<file path="src/rtl/subtrator_pkg.sv">
// Shared types and constants for the bit-serial two's-complement subtractor.
package subtrator_pkg;

  localparam int LARGURA_PADRAO = 8;

  typedef enum logic {
    OCIOSO  = 1'b0,
    CALCULA = 1'b1
  } estado_t;

endpackage

</file>
<file path="src/rtl/celula_subtratora.sv">
// One-bit full-adder cell; subtraction comes from feeding it ~B with carry-in 1.
module celula_subtratora (
  input  logic a_i,
  input  logic b_i,
  input  logic c_i,
  output logic s_o,
  output logic c_o
);

  assign s_o = a_i ^ b_i ^ c_i;
  assign c_o = (a_i & b_i) | (a_i & c_i) | (b_i & c_i);

endmodule

</file>
<file path="src/rtl/subtrator_serial.sv">
// Bit-serial subtractor: Resultado = Entrada1 - Entrada2, one bit per cycle, LSB first.
// Define SUBTRATOR_SERIAL_FLAGS_EN to build the Overflow/Zero/Negativo flag registers.
module subtrator_serial
  import subtrator_pkg::*;
#(
  parameter int LARGURA = LARGURA_PADRAO
) (
  input  logic                      Clock,
  input  logic                      Reset_n,
  input  logic                      Inicio,
  input  logic signed [LARGURA-1:0] Entrada1,
  input  logic signed [LARGURA-1:0] Entrada2,
  output logic signed [LARGURA-1:0] Resultado,
  output logic                      Valido,
  output logic                      Ocupado,
  output logic                      Overflow,
  output logic                      Zero,
  output logic                      Negativo
);

  localparam int CW = $clog2(LARGURA + 1);
  localparam logic [CW-1:0] ULTIMO = CW'(LARGURA - 1);

  estado_t            estado_q;
  logic [LARGURA-1:0] a_q;
  logic [LARGURA-1:0] b_q;
  logic [LARGURA-1:0] parcial_q;
  logic [LARGURA-1:0] resultado_q;
  logic [CW-1:0]      cont_q;
  logic               carry_q;
  logic               valido_q;

  logic               soma_d;
  logic               carry_d;
  logic [LARGURA-1:0] parcial_d;

`ifdef SUBTRATOR_SERIAL_FLAGS_EN
  logic overflow_q;
  logic zero_q;
  logic negativo_q;
`endif

  celula_subtratora u_celula (
    .a_i (a_q[0]),
    .b_i (b_q[0]),
    .c_i (carry_q),
    .s_o (soma_d),
    .c_o (carry_d)
  );

  // New sum bit enters at the MSB, so after LARGURA steps bit 0 lands in position 0.
  assign parcial_d = {soma_d, parcial_q[LARGURA-1:1]};

  always_ff @(posedge Clock or negedge Reset_n) begin
    if (!Reset_n) begin
      estado_q    <= OCIOSO;
      a_q         <= '0;
      b_q         <= '0;
      parcial_q   <= '0;
      resultado_q <= '0;
      cont_q      <= '0;
      carry_q     <= 1'b0;
      valido_q    <= 1'b0;
`ifdef SUBTRATOR_SERIAL_FLAGS_EN
      overflow_q  <= 1'b0;
      zero_q      <= 1'b0;
      negativo_q  <= 1'b0;
`endif
    end else begin
      valido_q <= 1'b0;
      case (estado_q)
        OCIOSO: begin
          if (Inicio) begin
            a_q      <= Entrada1;
            b_q      <= ~Entrada2;
            carry_q  <= 1'b1;
            cont_q   <= '0;
            estado_q <= CALCULA;
          end
        end
        CALCULA: begin
          a_q       <= a_q >> 1;
          b_q       <= b_q >> 1;
          carry_q   <= carry_d;
          parcial_q <= parcial_d;
          cont_q    <= cont_q + 1'b1;
          if (cont_q == ULTIMO) begin
            resultado_q <= parcial_d;
            valido_q    <= 1'b1;
            estado_q    <= OCIOSO;
`ifdef SUBTRATOR_SERIAL_FLAGS_EN
            // On the MSB step carry_q is the carry into the MSB, carry_d the carry out.
            overflow_q  <= carry_q ^ carry_d;
            zero_q      <= (parcial_d == '0);
            negativo_q  <= soma_d;
`endif
          end
        end
        default: estado_q <= OCIOSO;
      endcase
    end
  end

  assign Resultado = resultado_q;
  assign Valido    = valido_q;
  assign Ocupado   = (estado_q == CALCULA);

`ifdef SUBTRATOR_SERIAL_FLAGS_EN
  assign Overflow = overflow_q;
  assign Zero     = zero_q;
  assign Negativo = negativo_q;
`else
  assign Overflow = 1'b0;
  assign Zero     = 1'b0;
  assign Negativo = 1'b0;
`endif

endmodule

</file>
<file path="config.mk">
export PLATFORM = sky130hd
export DESIGN_NAME = subtrator_serial
export DESIGN_NICKNAME = d
export VERILOG_FILES = /design/src/rtl/subtrator_pkg.sv /design/src/rtl/celula_subtratora.sv /design/src/rtl/subtrator_serial.sv
export SDC_FILE = /design/constraint.sdc
export NUM_CORES = 1
export LEC_CHECK = 0
export ABC_CLOCK_PERIOD_IN_PS = 1500
export CAP_MARGIN = 15
export CORE_MARGIN = 4
export CORE_UTILIZATION = 51
export CTS_CLUSTER_DIAMETER = 50
export CTS_CLUSTER_SIZE = 30
export DETAILED_ROUTE_END_ITERATION = 7
export GPL_TIMING_DRIVEN = 1
export PLACE_DENSITY = 0.79
export SLEW_MARGIN = 10
export SYNTH_ARGS = -nofsm -noshare
export SYNTH_HDL_FRONTEND = slang
export SYNTH_SLANG_ARGS = --single-unit
</file>
<file path="constraint.sdc">
create_clock -name Clock -period 1.5 [get_ports Clock]
set_input_delay 0.3 -clock Clock [delete_from_list [all_inputs] [get_ports Clock]]
set_output_delay 0.3 -clock Clock [all_outputs]
set_load 0.01 [all_outputs]
</file>
# Word level (Yosys, flattened, before mapping)
# Cells that the tools add are included.
[classes] add_sub_neg=1 eq_ne=2 mux=13 bitwise=9 n_reduce_logical=1
[ops] operator="$pmux 8 s2" count=2
[ops] operator="$mux 8" count=2
[ops] operator="$not 8->8" count=1
[ops] operator="$pmux 4 s2" count=1
[ops] operator="$mux 1" count=5
[ops] operator="$add 4x1->4 const B" count=1
[ops] operator="$eq 4x3->1 const B" count=1
[ops] operator="$mux 4" count=1
[ops] operator="$pmux 1 s2" count=2
[ops] operator="$and 1x1->1" count=3
[ops] operator="$ne 2x2->1 const B" count=1
[ops] operator="$or 1x1->1" count=2
[ops] operator="$reduce_and 2->1" count=1
[ops] operator="$xor 1x1->1" count=2
[ops] operator="$not 1->1" count=1
[totals] ff_bits=39 inputBits=19 output_inout_bits=13 wordCells=34

# Longest topological paths before layout
# Gate-level depths: netlist of run 1.
[depth] word_depth=4 ltp_mapped=5

# Modules after synthesis
# Synthesis of run 1 repeated with hierarchy kept, for this count alone.
[hier_totals] cells_unflattened=153 hier_area_um2=1685.4
[modules_own_cells] module="subtrator_serial" n_inst=1 cells_per_inst=152 area_per_inst_um2=1665.3 seq_area_each_um2=950.9
[modules_own_cells] module="celula_subtratora" n_inst=1 cells_per_inst=1 area_per_inst_um2=20.0 seq_area_each_um2=0.0

# Worst setup path before layout of run 1
# Ideal clock, no wire load.
[synth_timing] path_type="reg2reg" start="reg carry_q" end="reg parcial_q[7]" arrival_ps=1116 required_time_ps=1375 path_slack_ps=259 stages_incl_launch_ff=3 n_path_buf=0 path_cell_list="dfrtp_1 -> fa_1 -> mux2_2"
[synth_via] elab_chain_cells=1
[synth_rtl] item="from (decl)" line_no="subtrator_serial.sv:30" rtl="logic carry_q;"
[synth_rtl] item="from (signal assigned)" line_no="subtrator_serial.sv:84" rtl="carry_q <= carry_d;"
[synth_rtl] item="$xor 1x1->1" line_no="celula_subtratora.sv:10" rtl="assign s_o = a_i ^ b_i ^ c_i;"
[synth_rtl] item="net soma_d" line_no="subtrator_serial.sv:33" rtl="logic soma_d;"
[synth_rtl] item="to (signal assigned)" line_no="subtrator_serial.sv:85" rtl="parcial_q <= parcial_d;"
[synth_rtl] item="to (decl)" line_no="subtrator_serial.sv:27" rtl="logic [LARGURA-1:0] parcial_q;"
# The timed path passes the listed nets, and every way through them passes these cells.
# A chain may end at the register's enable or synchronous reset.

# Worst setup path after layout of run 1
[layout_timing] start="reg resultado_q[7], in the netlist Resultado[7]" end="out Resultado[7]"
[layout_rtl] item="from (decl)" line_no="subtrator_serial.sv:28" rtl="logic [LARGURA-1:0] resultado_q;"
[layout_rtl] item="from (signal assigned)" line_no="subtrator_serial.sv:88" rtl="resultado_q <= parcial_d;"
[layout_rtl] item="to (decl)" line_no="subtrator_serial.sv:13" rtl="output logic signed [LARGURA-1:0] Resultado,"
# No word-level cell between the ends.

==> summary.md, run 1 <==
| Metric | Value |
|---|---|
| NumNets Final | 206 |
| Sw Ratio | 33.3% |
| Max-Cap Viols | 0 |
| Final Instance Area | 0.00206 mm2 |
| GPL Wtd Cong | 0.747 |
| Die width | 65.5 um |
| Setup Total Neg Slack | 0 ns |
| Outcome | completed |
| Area growth, synth to finish | 22.1% |
| Leakage | 1.04 nW |
| TritonCTS Sinks | 38 |
| FILL cells | 273 |
| Clock share of power | 18.4% |
| CP max stage cell | dfrtp_1 |
| Hold Crit Class | reg -> reg |
| Worst Path Arrival | 1.03 ns |
| Cell variety after synth | 24 |
| P per Cell Area | 1790 mW/mm2 |
| Final Cycle Share | 88.6% |
| Total Wirelength | 2780 um |
| DR pass1 iterations | 4 |
| Core box area | 0.00310 mm2 |
| Fin. Hold Viols | 0 |
| RR Startpoint | b_q[0] |
| Max Freq | 753 MHz |
| Port bufs | 28 |
| Layout cells sized above 1 | 12.9% |
| DR iter-0 viols | 54 |
| Post-Place Cell Area | 0.00198 mm2 |
| Syn Std Cell Area | 0.00168 mm2 |
| Flop pwr share | 46.0% |
| Critical-path maximum fanout | 2 |
| Final setup violation count | 0 |
| Root Buffer | clkbuf_4 |
| Design Power | 0.00369 W |
| Crit-path cells | dlygate4sd2_1 |
| Synthesized instance count | 153 |
| Die area | 0.00429 mm2 |
| CP endpoint kind | output port |
| Chip height | 65.5 um |
| GRT overflow | 0 |
| HPWL after DPL | 1960 um |
| Min-delay src | Resultado[5] |
| Synth top area share | 56.5% |
| Synth area leaders | dfrtp_1 56%, nand2_1 9.8%, mux2i_1 7.1% |
| Clock Latency Late Sink | 0.34 ns |
| Final critical-path required period | 1.33 ns |
| Reg2reg setup slack | 0.23 ns |
| Boundary pin count | 32 |
| Commonest non-fill, non-tap cell in the layout | nand2_1 |
| FP Rows | 20 |
| Final worst slack | 0.171 ns |
| CP top delay family | flip-flops |
| Non-filler cells, final | 230 |
| Deepest clock path buffer count | 2 |
| H-tree depth | 2 |
| Post-route ant nets | 0 |
| DR vias | 1128 |
| Critical path's largest stage delay | 0.40 ns |
| Syn avg cell area | 11.0 um2 |
| Avg Vias per Cell | 4.90 |
| Layout Skew | 0.0119 ns |
| Crit path kind | reg -> out |
| Worst setup SP type | flop |
| Antenna fix cells | 0 |
| Reg-to-reg endpoint | parcial_q[7] |
| Post-CTS setup repair buffer count | 0 |
| Internal power | 0.00246 W |
| Total CTS buffers | 5 |
| Number of antenna violations at the first check in global routing | 0 |
| Global-route wire length before repair | 5020 um |
| Register-to-Register Path Depth | 2 |
| WP data required | 1.20 ns |
| Net load switching power | 0.00123 W |
| Slew Viols, Final | 0 |
| Buf/Inv on CP | 1 |
| Most frequent cells in the layout | 44 x nand2_1, 38 x dfrtp_1, 17 x o21ai_1, 17 x clkdlybuf4s50_1, 12 x mux2i_1 |
| Number of synthesis warnings | 0 |
| GRT Total Usage | 15.2% |
| Largest area contributor in the netlist | dfrtp_1 |
| Hold EP | Resultado[5] |
| Register area share after synthesis | 56.5% |
| Pre-CTS setup slack | 0.0347 ns |
| CTS tree | yes |
| Starting Density | 54.3% |
| #FFs+latches synth | 38 |
| VDD IR max | 0.867 mV |
| Pin count of the biggest net entering global routing | 39 |
| Hold path depth | 2 |
| CTS clock-pin slew for the worst setup and hold paths | 0.12 ns |
| # DRC | 0 |
| Wire per inst | 12.1 um |
| Placed Cells | 221 |
| Unrepaired setup endpoints after global routing | false |
| Combinational Power Share | 35.6% |
| Vias in the first global route | 1153 |
## how the worst max path moves through the flow
stage	startpoint	end	slack [ns]	depth (start not counted)
final	Resultado[7]	Resultado[7]	0.17	1
after global routing	Resultado[7]	Resultado[7]	0.12	1
after CTS	Resultado[6]	Resultado[6]	0.16	1
after detailed placement	Inicio	a_q[5]	0.03	4
after global placement	Inicio	a_q[2]	0.08	4
after floorplan	carry_q	parcial_q[7]	0.26	2
## flip-flops by register name (all words and copies together), names as in the netlist
register   flops
Ocupado        1
Resultado      8
Valido         1
a_q            8
b_q            8
carry_q        1
cont_q         4
parcial_q      7
## timing repair
action / 4_1_cts / 5_1_grt
hold endpoints to repair: 16 / 0
gates resized for setup: 10 / 0
setup endpoints to repair: 10 / 0
hold buffers: 1 / 0
## kinds of logic after synthesis
group	after synthesis	synth area share, %
flops	38	56.5
compound gates	23	7.73
fa+ha+maj	2	1.93
simple gates	53	13.4
mux	19	12.7
buf+inv	15	6.54
xor+xnor	2	1.04
other cells	1	0.223
## cells in the mapped netlist
cell type	count
mux2_2	3
fa_1	1
conb_1	1
mux2_4	4
xnor2_1	1
xor2_1	1
nor2_1	5
inv_1	3
nand3_1	1
nand4b_4	1
clkbuf_2	1
a22o_1	2
o21ai_1	17
buf_6	4
buf_4	4
o21ai_0	3
buf_2	2
nand2b_1	2
mux2i_1	12
dfrtp_1	38
ha_1	1
clkinv_4	1
nand2_1	44
a211oi_2	1
## power groups by stage
stage	clock, W	combinational, W	sequential, W
floorplan	0	0.000972	0.00172
global placement	0	0.00135	0.00171
detailed placement	0	0.00140	0.00173
CTS	0.000694	0.00133	0.00170
global route	0.000746	0.00149	0.00176
finish	0.000680	0.00131	0.00170
## per-stage QoR
| step | util (%) | hold slack (ns) |
|---|---|---|
| 2_1_floorplan | - | 0.00441 |
| 3_3_place_gp | 63.9 | 0.367 |
| 3_5_place_dp | 63.9 | 0.374 |
| 4_1_cts | 66.3 | 0.484 |
| 5_1_grt | 66.3 | 0.514 |
| 6_report | 66.3 | 0.475 |
## cell type report
cell class                 count  area, um2  area share [%]
sequential                    38        951            46.2
multi-input combinational    102        631            30.7
timing repair buffer          34        323            15.7
tap                           44       55.1            2.68
clock inverter                 3       40.0            1.95
clock buffer                   5       37.5            1.82
inverter                       4       20.0           0.973
## routing by layer
| layer | global-route usage (%) | vias up | share of wire (%) |
|---|---|---|---|
| met4 | 6.22 | 0 | 2.0 |
| met2 | 25.7 | 33 | 47 |
| met3 | 4.62 | 8 | 6.1 |
| li1 | - | 560 | - |
| met1 | 17.9 | 527 | 45 |
| met5 | 0 | - | 0 |
Power figures use the tool's default switching activity.
==> inputs of run 2 (changes only) <==
- REMOVE_ABC_BUFFERS: unset -> 1
==> run 2 against run 1 <==
Against the previous run:
- clock power down 21%
- via count up 0.71%
- first-iteration DRC count up 13%
- worst setup slack worse by 0.014 ns
- utilization down 0.16 points
==> summary.md, run 2 (same netlist as run 1, synthesis figures left out) <==
| Metric | Value |
|---|---|
| Outcome | completed |
| WP depth | 1 |
| RR Startpoint | carry_q |
| HPWL after DPL | 2060 um |
| Most frequent cells in the layout | 44 x nand2_1, 38 x dfrtp_1, 17 x o21ai_1, 17 x clkdlybuf4s50_1, 12 x mux2i_1 |
| DR pass1 iterations | 4 |
| CP max stage cell | dfrtp_1 |
| NumNets Final | 206 |
| Hold Crit Class | in -> async |
| GRT overflow | 0 |
| Die area | 0.00429 mm2 |
| TritonCTS Sinks | 38 |
| GRT Total Usage | 15.6% |
| Register-to-Register Path Depth | 2 |
| CTS tree | yes |
| Post-CTS setup repair buffer count | 0 |
| Crit path kind | reg -> out |
| Reg-to-reg endpoint | parcial_q[7] |
| Total Wirelength | 2820 um |
| Critical path's largest stage delay | 0.42 ns |
| Clock Latency Late Sink | 0.33 ns |
| Pin count of the biggest net entering global routing | 33 |
| Core box area | 0.00310 mm2 |
| Global-route wire length before repair | 5110 um |
| Min Hold Slack | 0.460 ns |
| CP endpoint kind | output port |
| Critical-path maximum fanout | 3 |
| Setup Total Neg Slack | 0 ns |
| Wire per inst | 12.2 um |
| Die width | 65.5 um |
| CP startpoint | Ocupado |
| P per Cell Area | 1740 mW/mm2 |
| Fin. Hold Viols | 0 |
| Layout Skew | 0.00705 ns |
| WP data required | 1.20 ns |
| Chip height | 65.5 um |
| End point of the critical path | Ocupado |
| Post-route ant nets | 0 |
| Reg2reg setup slack | 0.21 ns |
| CTS clock-pin slew for the worst setup and hold paths | 0.11 ns |
| Slew Viols, Final | 0 |
| Unrepaired setup endpoints after global routing | false |
| Final critical-path required period | 1.34 ns |
| FILL cells | 260 |
| Worst setup SP type | flop |
| Commonest non-fill, non-tap cell in the layout | nand2_1 |
| Leakage | 1.03 nW |
| Boundary pin count | 32 |
| Final worst slack | 0.158 ns |
| Root Buffer | clkbuf_4 |
| Layout cells sized above 1 | 12.4% |
| Deepest clock path buffer count | 2 |
| GPL Wtd Cong | 0.738 |
| DR vias | 1136 |
| Final setup violation count | 0 |
| Worst Path Arrival | 1.04 ns |
| Buf/Inv on CP | 1 |
| Non-filler cells, final | 230 |
| H-tree depth | 2 |
| Finished Core Util | 66.1% |
| Crit-path cells | dlygate4sd2_1 |
| # DRC | 0 |
| Pre-CTS setup slack | 0.0437 ns |
| Starting Density | 54.3% |
| Antenna fix cells | 0 |
| Max-Cap Viols | 0 |
| Total CTS buffers | 5 |
| Number of antenna violations at the first check in global routing | 0 |
| DR iter-0 viols | 61 |
| FP Rows | 20 |
| Final Cycle Share | 89.5% |
| Area growth, synth to finish | 21.8% |
| Vias in the first global route | 1184 |
| Avg Vias per Cell | 4.94 |
| Placed Cells | 221 |
| VDD IR max | 0.830 mV |
| Max Freq | 745 MHz |
| Port bufs | 28 |
| CP top delay family | flip-flops |
run 2: how the worst min path moves through the flow:
| stage | from | to | slack (ns) | depth (start not counted) |
|---|---|---|---|---|
| final | Reset_n | parcial_q[1] | 0.46 | 2 |
| after global routing | Reset_n | Resultado[0] | 0.48 | 2 |
| after CTS | Reset_n | Resultado[1] | 0.45 | 2 |
| after detailed placement | Reset_n | Resultado[1] | 0.28 | 1 |
| after global placement | Reset_n | Resultado[0] | 0.27 | 1 |
| after floorplan | Reset_n | Ocupado | 0.004 | 0 |
run 2: routing by layer:
layer | GRT usage [%] | up-vias | wire length (um)
met5 | 0 | - | 0
met3 | 5.30 | 3 | 194
li1 | - | 562 | -
met4 | 4.66 | 0 | 24
met2 | 26.8 | 42 | 1360
met1 | 18.4 | 529 | 1230
run 2: power breakdown:
group	switching, W	internal (W)
Sequential	0.000273	0.00144
Clock	0.000313	0.000227
Combinational	0.000627	0.000683
Total	0.00121	0.00235
run 2: layout make-up:
type / instances / area [um2] / share of cell area, %
Timing Repair Buffer: 34 / 335 / 16.3
Multi-Input combinational cell: 102 / 631 / 30.7
Clock inverter: 1 / 5.00 / 0.244
Sequential cell: 38 / 951 / 46.3
Inverter: 4 / 20.0 / 0.976
Tap cell: 44 / 55.1 / 2.68
Clock buffer: 7 / 55.1 / 2.68
run 2: what timing repair did:
action / 4_1_cts / 5_1_grt
gates resized for setup: 10 / 0
setup endpoints to repair: 10 / 0
hold endpoints to repair: 18 / 0
hold buffers: 1 / 0
run 2: metrics by stage:
| step | cell area (um2) | total power, W |
|---|---|---|
| 6_report | 2050 | 0.00356 |
| 5_1_grt | 2050 | 0.00388 |
| 4_1_cts | 2050 | 0.00362 |
| 3_5_place_dp | 1990 | 0.00314 |
| 3_3_place_gp | 1990 | 0.00307 |
| 2_1_floorplan | 1600 | 0.00259 |
